## src/rtl/serv_irq_arb_if.sv

```systemverilog
// Core-side interrupt bundle for serv_irq_arb: pending/enable lines, trap handshake and serial cause.
interface serv_irq_arb_if;
  logic       i_msip;
  logic       i_mtip;
  logic       i_meip;
  logic       i_msie;
  logic       i_mtie;
  logic       i_meie;
  logic       i_mstatus_mie;
  logic       i_irq_ack;
  logic       i_mret;
  logic       i_cause_shift;
  logic       o_irq_req;
  logic       o_cause_q;
  logic [3:0] o_cause;
  logic       o_irq_active;

  modport master (
    output i_msip, i_mtip, i_meip, i_msie, i_mtie, i_meie, i_mstatus_mie,
    output i_irq_ack, i_mret, i_cause_shift,
    input  o_irq_req, o_cause_q, o_cause, o_irq_active
  );

  modport slave (
    input  i_msip, i_mtip, i_meip, i_msie, i_mtie, i_meie, i_mstatus_mie,
    input  i_irq_ack, i_mret, i_cause_shift,
    output o_irq_req, o_cause_q, o_cause, o_irq_active
  );
endinterface

```

## src/rtl/serv_irq_arb.sv

```systemverilog
// Machine interrupt arbiter: priority pick, trap request handshake, post-mret hold-off, serial cause.
// Define SERV_IRQ_EXT_EN to let the external interrupt (cause 11) take part in arbitration.
module serv_irq_arb #(
  parameter              RESET_STRATEGY = "MINI",
  parameter int unsigned HOLDOFF        = 2
) (
  input logic          i_clk,
  input logic          i_rst_n,
  serv_irq_arb_if.slave bus
);

  localparam int unsigned CNT_W   = 4;
  localparam int unsigned CAUSE_W = 4;
  localparam logic [CAUSE_W-1:0] CAUSE_SW  = CAUSE_W'(3);
  localparam logic [CAUSE_W-1:0] CAUSE_TM  = CAUSE_W'(7);
  localparam logic [CAUSE_W-1:0] CAUSE_EXT = CAUSE_W'(11);
  localparam bit RESET_ALL = (RESET_STRATEGY != "NONE");

  typedef enum logic [1:0] {S_IDLE, S_REQ, S_HANDLER, S_HOLD} state_t;

  state_t             state;
  logic [CNT_W-1:0]   cnt;
  logic               irq_req;
  logic               irq_active;
  logic [CAUSE_W-1:0] cause_r;
  logic [CAUSE_W-1:0] sr;

  logic               sw_elig;
  logic               tm_elig;
  logic               ext_elig;
  logic               any_elig;
  logic               latched_elig;
  logic [CAUSE_W-1:0] win_cause;

  assign sw_elig = bus.i_msip & bus.i_msie & bus.i_mstatus_mie;
  assign tm_elig = bus.i_mtip & bus.i_mtie & bus.i_mstatus_mie;

`ifdef SERV_IRQ_EXT_EN
  assign ext_elig = bus.i_meip & bus.i_meie & bus.i_mstatus_mie;
`else
  logic unused_ext;
  assign ext_elig   = 1'b0;
  assign unused_ext = bus.i_meip ^ bus.i_meie;
`endif

  // Fixed priority ext > sw > timer; latched_elig tracks the source already being requested.
  always_comb begin
    win_cause    = CAUSE_TM;
    latched_elig = 1'b0;
    any_elig     = ext_elig | sw_elig | tm_elig;
    if (ext_elig)     win_cause = CAUSE_EXT;
    else if (sw_elig) win_cause = CAUSE_SW;
    case (cause_r)
      CAUSE_EXT: latched_elig = ext_elig;
      CAUSE_SW:  latched_elig = sw_elig;
      CAUSE_TM:  latched_elig = tm_elig;
      default:   latched_elig = 1'b0;
    endcase
  end

  always_ff @(posedge i_clk) begin
    if (!i_rst_n) begin
      state      <= S_IDLE;
      irq_req    <= 1'b0;
      irq_active <= 1'b0;
      cnt        <= '0;
      if (RESET_ALL) begin
        cause_r <= '0;
        sr      <= '0;
      end
    end else begin
      case (state)
        S_IDLE: begin
          if (cnt == '0 && any_elig) begin
            state   <= S_REQ;
            irq_req <= 1'b1;
          end
        end
        S_REQ: begin
          if (bus.i_irq_ack) begin
            state      <= S_HANDLER;
            irq_req    <= 1'b0;
            irq_active <= 1'b1;
          end else if (!latched_elig) begin
            state   <= S_IDLE;
            irq_req <= 1'b0;
          end
        end
        S_HANDLER: begin
          if (bus.i_mret) begin
            state      <= S_HOLD;
            irq_active <= 1'b0;
            cnt        <= CNT_W'(HOLDOFF);
          end
        end
        S_HOLD: begin
          // Leave on the edge the count steps down to 1; the IDLE cycle that follows is the last quiet one.
          if (cnt <= CNT_W'(2)) begin
            state <= S_IDLE;
            cnt   <= '0;
          end else begin
            cnt <= cnt - CNT_W'(1);
          end
        end
        default: state <= S_IDLE;
      endcase

      if (state == S_IDLE && cnt == '0 && any_elig) begin
        cause_r <= win_cause;
        sr      <= win_cause;
      end else if (bus.i_cause_shift) begin
        sr <= {1'b0, sr[CAUSE_W-1:1]};
      end
    end
  end

  assign bus.o_irq_req    = irq_req;
  assign bus.o_irq_active = irq_active;
  assign bus.o_cause      = cause_r;
  assign bus.o_cause_q    = sr[0];

endmodule

```

## src/flat_wrapper.sv

```systemverilog
// flat-port wrapper written by rule: the top's interface ports become plain ports
module serv_irq_arb_flat 
#(
  parameter              RESET_STRATEGY = "    ",
  parameter int unsigned HOLDOFF        = 2
)
  (i_clk, i_rst_n, bus_i_msip, bus_i_mtip, bus_i_meip, bus_i_msie, bus_i_mtie, bus_i_meie, bus_i_mstatus_mie, bus_i_irq_ack, bus_i_mret, bus_i_cause_shift, bus_o_irq_req, bus_o_cause_q, bus_o_cause, bus_o_irq_active);
  serv_irq_arb_if bus_i ();
  input logic i_clk;
  input logic i_rst_n;
  input wire logic [$bits(bus_i.i_msip)-1:0] bus_i_msip;
  input wire logic [$bits(bus_i.i_mtip)-1:0] bus_i_mtip;
  input wire logic [$bits(bus_i.i_meip)-1:0] bus_i_meip;
  input wire logic [$bits(bus_i.i_msie)-1:0] bus_i_msie;
  input wire logic [$bits(bus_i.i_mtie)-1:0] bus_i_mtie;
  input wire logic [$bits(bus_i.i_meie)-1:0] bus_i_meie;
  input wire logic [$bits(bus_i.i_mstatus_mie)-1:0] bus_i_mstatus_mie;
  input wire logic [$bits(bus_i.i_irq_ack)-1:0] bus_i_irq_ack;
  input wire logic [$bits(bus_i.i_mret)-1:0] bus_i_mret;
  input wire logic [$bits(bus_i.i_cause_shift)-1:0] bus_i_cause_shift;
  output wire logic [$bits(bus_i.o_irq_req)-1:0] bus_o_irq_req;
  output wire logic [$bits(bus_i.o_cause_q)-1:0] bus_o_cause_q;
  output wire logic [$bits(bus_i.o_cause)-1:0] bus_o_cause;
  output wire logic [$bits(bus_i.o_irq_active)-1:0] bus_o_irq_active;
  assign bus_i.i_msip = bus_i_msip;
  assign bus_i.i_mtip = bus_i_mtip;
  assign bus_i.i_meip = bus_i_meip;
  assign bus_i.i_msie = bus_i_msie;
  assign bus_i.i_mtie = bus_i_mtie;
  assign bus_i.i_meie = bus_i_meie;
  assign bus_i.i_mstatus_mie = bus_i_mstatus_mie;
  assign bus_i.i_irq_ack = bus_i_irq_ack;
  assign bus_i.i_mret = bus_i_mret;
  assign bus_i.i_cause_shift = bus_i_cause_shift;
  assign bus_o_irq_req = bus_i.o_irq_req;
  assign bus_o_cause_q = bus_i.o_cause_q;
  assign bus_o_cause = bus_i.o_cause;
  assign bus_o_irq_active = bus_i.o_irq_active;
  serv_irq_arb #(.RESET_STRATEGY(RESET_STRATEGY), .HOLDOFF(HOLDOFF)) u_core (.i_clk(i_clk), .i_rst_n(i_rst_n), .bus(bus_i));
endmodule
```

## config.mk

```make
export PLATFORM = sky130hd
export DESIGN_NAME = serv_irq_arb_flat
export DESIGN_NICKNAME = d
export VERILOG_FILES = /design/src/rtl/serv_irq_arb_if.sv /design/src/rtl/serv_irq_arb.sv /design/src/flat_wrapper.sv
export SDC_FILE = /design/constraint.sdc
export NUM_CORES = 1
export LEC_CHECK = 0
export CAP_MARGIN = 20
export CORE_ASPECT_RATIO = 1.1
export CORE_MARGIN = 3
export CORE_UTILIZATION = 45
export CTS_CLUSTER_SIZE = 16
export DETAILED_ROUTE_END_ITERATION = 7
export GPL_ROUTABILITY_DRIVEN = 0
export PLACE_DENSITY = 0.75
export SLEW_MARGIN = 25
export SYNTH_ARGS = -nofsm -noshare
export SYNTH_HDL_FRONTEND = slang
export SYNTH_SLANG_ARGS = --single-unit
export TNS_END_PERCENT = 50
```

## constraint.sdc

```tcl
create_clock -name i_clk -period 1.6 [get_ports i_clk]
set_input_delay 0.24 -clock i_clk [delete_from_list [all_inputs] [get_ports i_clk]]
set_output_delay 0.24 -clock i_clk [all_outputs]
set_load 0.02 [all_outputs]
```

## Yosys cells after proc, flatten, opt, wreduce, memory -nomap -nowiden

Index checks and enable logic that the tools add are counted.

| operators by class | value |
|---|---|
| add/sub/neg operators | 1 |
| multipliers | 0 |
| divide/modulo/power cells | 0 |
| $lt $le $gt $ge | 1 |
| equal/unequal tests | 10 |
| shift-type cells | 0 |
| multiplexer cells | 20 |
| bitwise operators | 5 |
| reduce and logical (&&, ||, !) cells | 13 |

Operators with widths:

| kind | count |
|---|---|
| $mux W4 | 4 |
| $mux W2 | 5 |
| $pmux W2 S4 | 1 |
| $pmux W4 S2 | 1 |
| $reduce_bool A2 Y1 | 4 |
| $pmux W1 S2 | 3 |
| $reduce_and A3 Y1 | 2 |
| $mux W1 | 5 |
| $and A1 B1 Y1 | 4 |
| $eq A2 B2 Y1 const B | 2 |
| $eq A4 B2 Y1 const B | 1 |
| $eq A4 B3 Y1 const B | 1 |
| $le A4 B2 Y1 const B | 1 |
| $logic_not A4 Y1 | 1 |
| $ne A2 B1 Y1 const B | 2 |
| $ne A2 B2 Y1 const B | 2 |
| $reduce_and A4 Y1 | 1 |
| $sub A4 B1 Y4 const B | 1 |
| $logic_and A1 B1 Y1 | 3 |
| $mux W3 | 1 |
| $ne A3 B3 Y1 const B | 1 |
| $eq A2 B1 Y1 const B | 1 |
| $logic_not A2 Y1 | 1 |
| $reduce_and A2 Y1 | 1 |
| $or A1 B1 Y1 | 1 |

| storage, ports and cells | value |
|---|---|
| bits in registers | 16 |
| latch bits | 0 |
| memory bits (writable) | 0 |
| bits in read-only memories | 0 |
| input bits | 12 |
| word-level logic and storage cells | 56 |
| memories | 0 |

## Depth between registers and ports, before layout

Gate-level depths: netlist of the first run.

| depth | value |
|---|---|
| depth in word-level cells | 6 |
| depth in mapped cells | 6 |
| gate-level depth less buffers | 6 |

## Least setup slack after synthesis of the first run

Ideal clock, no wire load.

| timing path | value |
|---|---|
| kind | register to register |
| from | reg u_core.cnt[0] |
| to | reg u_core.state[0] |
| setup time | 122 ps |
| arrival time | 1219 ps |
| slack | 259 ps |
| stages on the path, launching flop included | 7 |
| period minus slack after synthesis | 1341 ps |
| cell sequence | dfxtp_1 -> inv_1 -> ha_1 -> nor2b_1 -> o311ai_4 -> o21ai_2 -> o31a_2 |

| between the ends | value |
|---|---|
| longest elaborated chain between the ends | 4 |
| elaborated cells on any way between the ends | 6 |

Ends and longest elaborated chain:

| element | RTL line | RTL |
|---|---|---|
| from (decl) | serv_irq_arb.sv:22 | `logic [CNT_W-1:0] cnt;` |
| from (signal assigned) | serv_irq_arb.sv:93 | `cnt <= CNT_W'(HOLDOFF);` |
| from (signal assigned) | serv_irq_arb.sv:102 | `cnt <= cnt - CNT_W'(1);` |
| parallel branches: the longest is 3 deep, another holds $le A4 B2 Y1 | n/a |  |
| $reduce_and A4 Y1 (no line) (*) | n/a |  |
| to (signal assigned) | serv_irq_arb.sv:75 | `state <= S_REQ;` |
| to (signal assigned) | serv_irq_arb.sv:81 | `state <= S_HANDLER;` |
| to (signal assigned) | serv_irq_arb.sv:85 | `state <= S_IDLE;` |
| to (decl) | serv_irq_arb.sv:21 | `state_t state;` |

Mark *: on every way between the ends.
A chain may end at the register's enable or synchronous reset.

==> results of run 1 <==
[how the worst max path moves through the flow]
stage	endpoint	startpoint	cells after the start	slack, ns
5_1_grt	bus_o_irq_req	u_core.bus.o_irq_req	1	0.03
2_1_floorplan	u_core.state[0]	u_core.cnt[0]	6	0.26
3_3_place_gp	u_core.state[0]	bus_i_msip	5	0.03
6_report	bus_o_cause[0]	u_core.bus.o_cause[1]	1	0.06
3_5_place_dp	u_core.state[0]	bus_i_msip	5	0.01
4_1_cts	bus_o_cause[0]	u_core.bus.o_cause[1]	1	0.05
[sequential cells by signal, indices dropped and copies added, names as in the netlist, named ones only]
signal and flops:
u_core.bus.o_cause 2, u_core.bus.o_irq_active 1, u_core.bus.o_irq_req 1, u_core.cnt 4, u_core.sr 3, u_core.state 1
[cells in the final DEF (no fill, tap or decap), drive strengths merged, types with 2 or more instances in the layout]
cell	n
dfxtp	13
o211ai	2
clkbuf	4
ha	2
nor2	5
clkdlybuf4s50	15
nand4b	2
o21a	3
buf	7
a21oi	7
inv	6
mux2i	2
nand3	2
o21ai	3
nand2b	2
[cell families (layout without fill, tap and decap cells)]
kind of cell	after synthesis	in the layout
compound gates	24	24
buf+inv	10	32
mux	3	3
flops	13	13
fa+ha+maj	2	2
simple gates	17	17
other cells	1	1
[final cells by class]
cell class              count  area, um2  area share (%)
multi-input cells          47        374            41.3
flip-flops and latches     13        260            28.7
repair buffers             22        203            22.4
clock buffers               4       26.3            2.90
inverters                   6       22.5            2.49
well taps                  16       20.0            2.21
[where the power goes]
part | leakage [uW] | total, uW | internal (uW) | switching [uW]
Clock | 0.0000150 | 209 | 96.7 | 113
Sequential | 0.000106 | 359 | 341 | 18.3
Combinational | 0.000270 | 145 | 81.0 | 64.4
[metal layers]
metal  GRT usage (%)  wire [um]  vias to the layer above
met4            10.8         31                        0
met1            16.6        619                      282
met2            31.3        759                       14
met5               0          0                        -
li1                -          -                      297
met3            2.30         59                        4
[metrics by stage]
| step | total power (uW) | util, % | setup slack (ns) | hold WS (ns) | cell area [um2] |
|---|---|---|---|---|---|
| floorplan | 442 | - | 0.259 | 0.357 | 694 |
| global placement | 509 | 62.8 | 0.0275 | 0.461 | 880 |
| detailed placement | 513 | 62.8 | 0.0105 | 0.463 | 880 |
| CTS | 715 | 64.6 | 0.0539 | 0.476 | 906 |
| global route | 745 | 64.6 | 0.0272 | 0.510 | 906 |
| finish | 714 | 64.6 | 0.0584 | 0.471 | 906 |
==> results by group, run 1 <==
Outcome
  • Status: finished clean

Logic synthesis
  • XOR/XNOR Fraction of Synth Area: 0%
  • Asr flop ratio synth: 0%
  • Largest family of logic cells by synthesized area: compound AO/OA/AOI/OAI gates
  • Post-Synth Simple-Gate Area: 18.2%
  • YS warnings: 0
  • Ys flop type: dfxtp_1
  • Post-Syn Area: 694 um2
  • Top cell type's share of synthesized area: 37.5%
  • Count leader, synth: dfxtp_1
  • Synth Register Bits: 13
  • Post-synthesis mux area share: 4.50%
  • Seq/Total Area, Yosys: 37.5%
  • Top post-synthesis cells by area: dfxtp_1 (37%), a21oi_1 (5.0%), o311ai_4 (3.8%)
  • Syn Nets: 84
  • Synth cell types: 33
  • Number of synthesized flops with an enable pin: 0
  • Commonest cells post-synth: dfxtp_1 (13), a21oi_1 (7), inv_1 (6), nor2_1 (5), o21a_1 (3)
  • Adder-cell share of the synthesized area: 3.60%
  • Area leader, netlist: dfxtp_1
  • Synth Area in Compound Gates: 27.0%
  • Post-synthesis cell count: 70
  • Syn_area_per_cell: 9.92 um2

STA
  • Max Fclk: 649 MHz
  • RSZ-0062 raised after global routing: no
  • Final worst-path cycle share: 96.4%
  • Final Max Slew Viols: 0
  • Final setup TNS: 0 ns
  • Fin crit period: 1.54 ns
  • Fin. Hold Viols: 0
  • Worst clock skew: 0.00739 ns
  • Finish-stage setup viols: 0

Clocking
  • Setup bufs post-CTS: 0
  • CTS-repair resized insts: 0
  • TritonCTS Sinks: 13
  • Reg clk slew, reported paths: 0.09 ns
  • Total CTS buffers: 3
  • Post-CTS Hold Buffers: 0
  • CTS tree: yes
  • Root buffer cell: clkbuf_4
  • Worst-case clock buffer depth: 2
  • Clock latency at the later pin of the worst-skew pair: 0.28 ns
  • H-tree depth: 1

Floorplanning
  • Io pins: 19
  • Core Footprint: 1400 um2
  • Chip width: 43.5 um
  • Initial Util: 49.6%
  • Die area: 2050 um2
  • Die height: 47.2 um
  • Row cnt: 14

Place
  • Cell Count Post-Placement: 104
  • Port-buffer cells: 15
  • Post-detail-place hpwl: 1140 um

Routing
  • WL final: 1470 um
  • DR iter-0 viols: 4
  • Drt pass-1 iters: 4
  • Detail Route Antenna Nets: 0
  • Vias: 597
  • Post-DR wirelength/cell: 13.6 um
  • DRC errors left: 0
  • DR vias/cell: 5.53

Critical path
  • WP data arrival: 1.30 ns
  • Critical Path End Type: output pin
  • CP max stage cell: clkdlybuf4s50_1
  • RR Startpoint: u_core.cnt[0]
  • Flop2flop setup slack: 0.17 ns
  • Worst Path Buf+Inv: 1
  • CP delay by family, top: buffers and inverters
  • CP peak stage delay: 0.64 ns
  • CP max FO: 4
  • CP Launch Type: register
  • Critical R2R Capture: u_core.state[0]
  • R2R depth: 6
  • Worst EP required: 1.36 ns
  • CP cell instances: clkdlybuf4s50_1
  • Crit Path Class: register to output pin

Cells and area
  • Nets@finish: 107
  • Antenna diodes: 0
  • Layout cell share with drive strength beyond 1: 18.5%
  • Fillers: 124
  • Area grow syn2layout: 30.5%
  • Layout Cells excl Fill: 108

Global routing
  • Initial antenna violation count: 0
  • Final global-route overflow total: 0
  • Vias in the first global route: 578
  • Gr usage total: 16.3%
  • Largest net degree at the start of global routing: 12
  • First-pass GRT wire length: 2390 um

Power and ir drop
  • P_leak: 0.000391 uW
  • PD cells: 789 nW/um2
  • VDD IR max: 0.537 mV

Worst hold path
  • Worst Hold Depth: 2
  • Hold crit path type: register to register
  • Min-delay src: u_core.sr[2]
  • Hold EP: u_core.sr[2]

Flow run
  • Max Cap Viol: 0
(Power assumes the default switching activity.)
==> run 2, diff against run 1 <==
- GPL_TIMING_DRIVEN: not set -> 0
==> run 2 against run 1 <==
Effect of this change: first-iteration DRC count grew 25%; routed wire length shrank 15%; sequential cell count is the same; sequential power shrank 2%; final area shrank 1.8%; worst setup slack gained 0.029 ns; global-route usage shrank 1.9 points; power shrank 2.3%; sequential share of layout area grew 0.53 points; fmax grew 1.9%; largest cell class unchanged; largest power group unchanged.
==> results by group, run 2 (same netlist as run 1, synthesis figures left out) <==
Clocking
  • Worst-case clock buffer depth: 2 (unchanged)
  • Total CTS buffers: 3 (unchanged)
  • Post-CTS Hold Buffers: 0 (unchanged)
  • Clock latency at the later pin of the worst-skew pair: 0.28 ns (about the same)
  • Reg clk slew, reported paths: 0.08 ns (about the same)
  • TritonCTS Sinks: 13 (unchanged)
  • Root buffer cell: clkbuf_4
  • CTS tree: yes
  • H-tree depth: 1 (unchanged)

STA
  • Fin. Hold Viols: 0 (unchanged)
  • Worst clock skew: 0.0112 ns (+0.00377 ns)
  • Finish-stage setup viols: 0 (unchanged)
  • Final worst-path cycle share: 94.5% (-1.8 points)
  • Max Fclk: 661 MHz (+1.9%)
  • Final hold slack: 0.480 ns (+0.00885 ns)
  • RSZ-0062 raised after global routing: no
  • Final Max Slew Viols: 0 (unchanged)
  • Fin crit period: 1.51 ns (-0.0291 ns)

Critical path
  • Critical Path End Type: output pin
  • RR Startpoint: u_core.cnt[0]
  • CP peak stage delay: 0.62 ns (-0.02 ns)
  • Worst Path Buf+Inv: 1 (unchanged)
  • CP cell instances: clkdlybuf4s50_1
  • CP delay by family, top: buffers and inverters
  • Flop2flop setup slack: 0.17 ns (about the same)
  • Crit path depth: 1 (unchanged)
  • WP data arrival: 1.27 ns (-0.03 ns)
  • CP max stage cell: clkdlybuf4s50_1
  • CP max FO: 4 (unchanged)
  • Crit Path Class: register to output pin
  • Critical R2R Capture: u_core.state[0]
  • Worst EP required: 1.36 ns (about the same)
  • R2R depth: 6 (unchanged)
  • Worst setup startpoint: u_core.bus.o_cause[1]
  • Critical path destination: bus_o_cause[0]
  • CP Launch Type: register

Global routing
  • Initial antenna violation count: 0 (unchanged)
  • Final global-route overflow total: 0 (unchanged)
  • First-pass GRT wire length: 2150 um (-9.8%)
  • Largest net degree at the start of global routing: 11 (-1)
  • Vias in the first global route: 542 (-6.2%)
  • Gr usage total: 14.4% (-1.9 points)

Floorplanning
  • Chip width: 43.5 um (unchanged)
  • Io pins: 19 (unchanged)
  • Initial Util: 49.6% (unchanged)
  • Core Footprint: 1400 um2 (unchanged)
  • Row cnt: 14 (unchanged)
  • Die area: 2050 um2 (unchanged)
  • Die height: 47.2 um (unchanged)

Routing
  • Drt pass-1 iters: 3 (-1)
  • Post-DR wirelength/cell: 11.8 um (-13%)
  • DR iter-0 viols: 5 (+1)
  • Vias: 554 (-7.2%)
  • DR vias/cell: 5.28 (-4.6%)
  • DRC errors left: 0 (unchanged)
  • Detail Route Antenna Nets: 0 (unchanged)
  • WL final: 1240 um (-15%)

Place
  • Cell Count Post-Placement: 101 (-2.9%)
  • Post-detail-place hpwl: 993 um (-13%)
  • Port-buffer cells: 15 (unchanged)
  • Post-DP Area: 865 um2 (-1.7%)

Cells and area
  • Layout Cells excl Fill: 105 (-2.8%)
  • Commonest non-fill, non-tap cell in the layout: clkdlybuf4s50_1
  • Design area: 890 um2 (-1.8%)
  • Layout cell share with drive strength beyond 1: 15.7% (-2.7 points)
  • Most frequent cells in the layout: clkdlybuf4s50_1 (14), dfxtp_1 (13), a21oi_1 (7)
  • Nets@finish: 104 (-2.8%)
  • Post-layout util: 63.5% (-1.2 points)
  • Largest Register: u_core.cnt
  • Largest register FFs: 4 (unchanged)
  • Area grow syn2layout: 28.1%
  • Antenna diodes: 0 (unchanged)

Power and ir drop
  • P_leak: 0.000384 uW (-1.9%)
  • VDD IR max: 0.400 mV (-25%)
  • PD cells: 784 nW/um2 (-0.56%)

Flow run
  • Max Cap Viol: 0 (unchanged)

Worst hold path
  • Worst Hold Depth: 2 (unchanged)
  • Hold crit path type: register to register

Outcome
  • Status: finished clean
-- run 2: area by class of cell --
cell class / count / area [um2]
Tap cell: 16 / 20.0
Buffer: 4 / 37.5
Inverter: 6 / 22.5
Timing Repair Buffer: 15 / 149
Fill cell: 141 / 512
Clock buffer: 4 / 26.3
Sequential cell: 13 / 260
Multi-Input combinational cell: 47 / 374
-- run 2: power by group --
part / internal (uW) / total, uW / switching, uW
logic: 76.3 / 143 / 66.6
clock network: 96.5 / 202 / 105
registers: 341 / 353 / 12.0
-- run 2: worst min-delay path by stage --
| stage | from | to | slack [ns] |
|---|---|---|---|
| final | u_core.sr[2] | u_core.sr[2] | 0.48 |
| after global routing | u_core.sr[2] | u_core.sr[2] | 0.50 |
| after CTS | u_core.sr[2] | u_core.sr[2] | 0.48 |
| after detailed placement | u_core.sr[2] | u_core.sr[2] | 0.47 |
| after global placement | u_core.bus.o_cause[2] | u_core.bus.o_cause[2] | 0.47 |
| after floorplan | i_rst_n | u_core.bus.o_cause[1] | 0.36 |
-- run 2: through the flow --
step	power (uW)	worst slack (ns)	TNS, ns
after floorplan	442	0.259	0
after global placement	505	-0.0536	-0.0536
after detailed placement	507	-0.0531	-0.0531
after CTS	712	0.0706	0
after global routing	736	0.0214	0
final	698	0.0875	0
-- run 2: routing by layer --
layer / global-route usage, % / wire length (um) / vias up
li1: - / - / 297
met1: 14.9 / 533 / 242
met2: 27.4 / 620 / 11
met3: 2.30 / 63 / 4
met4: 9.04 / 27 / 0
met5: 0 / 0 / -
-- run 2: what timing repair did --
action | in CTS | in global routing
setup endpoints to repair | 1 | 0
resized for setup | 1 | 0
buffers inserted | 0 | 0
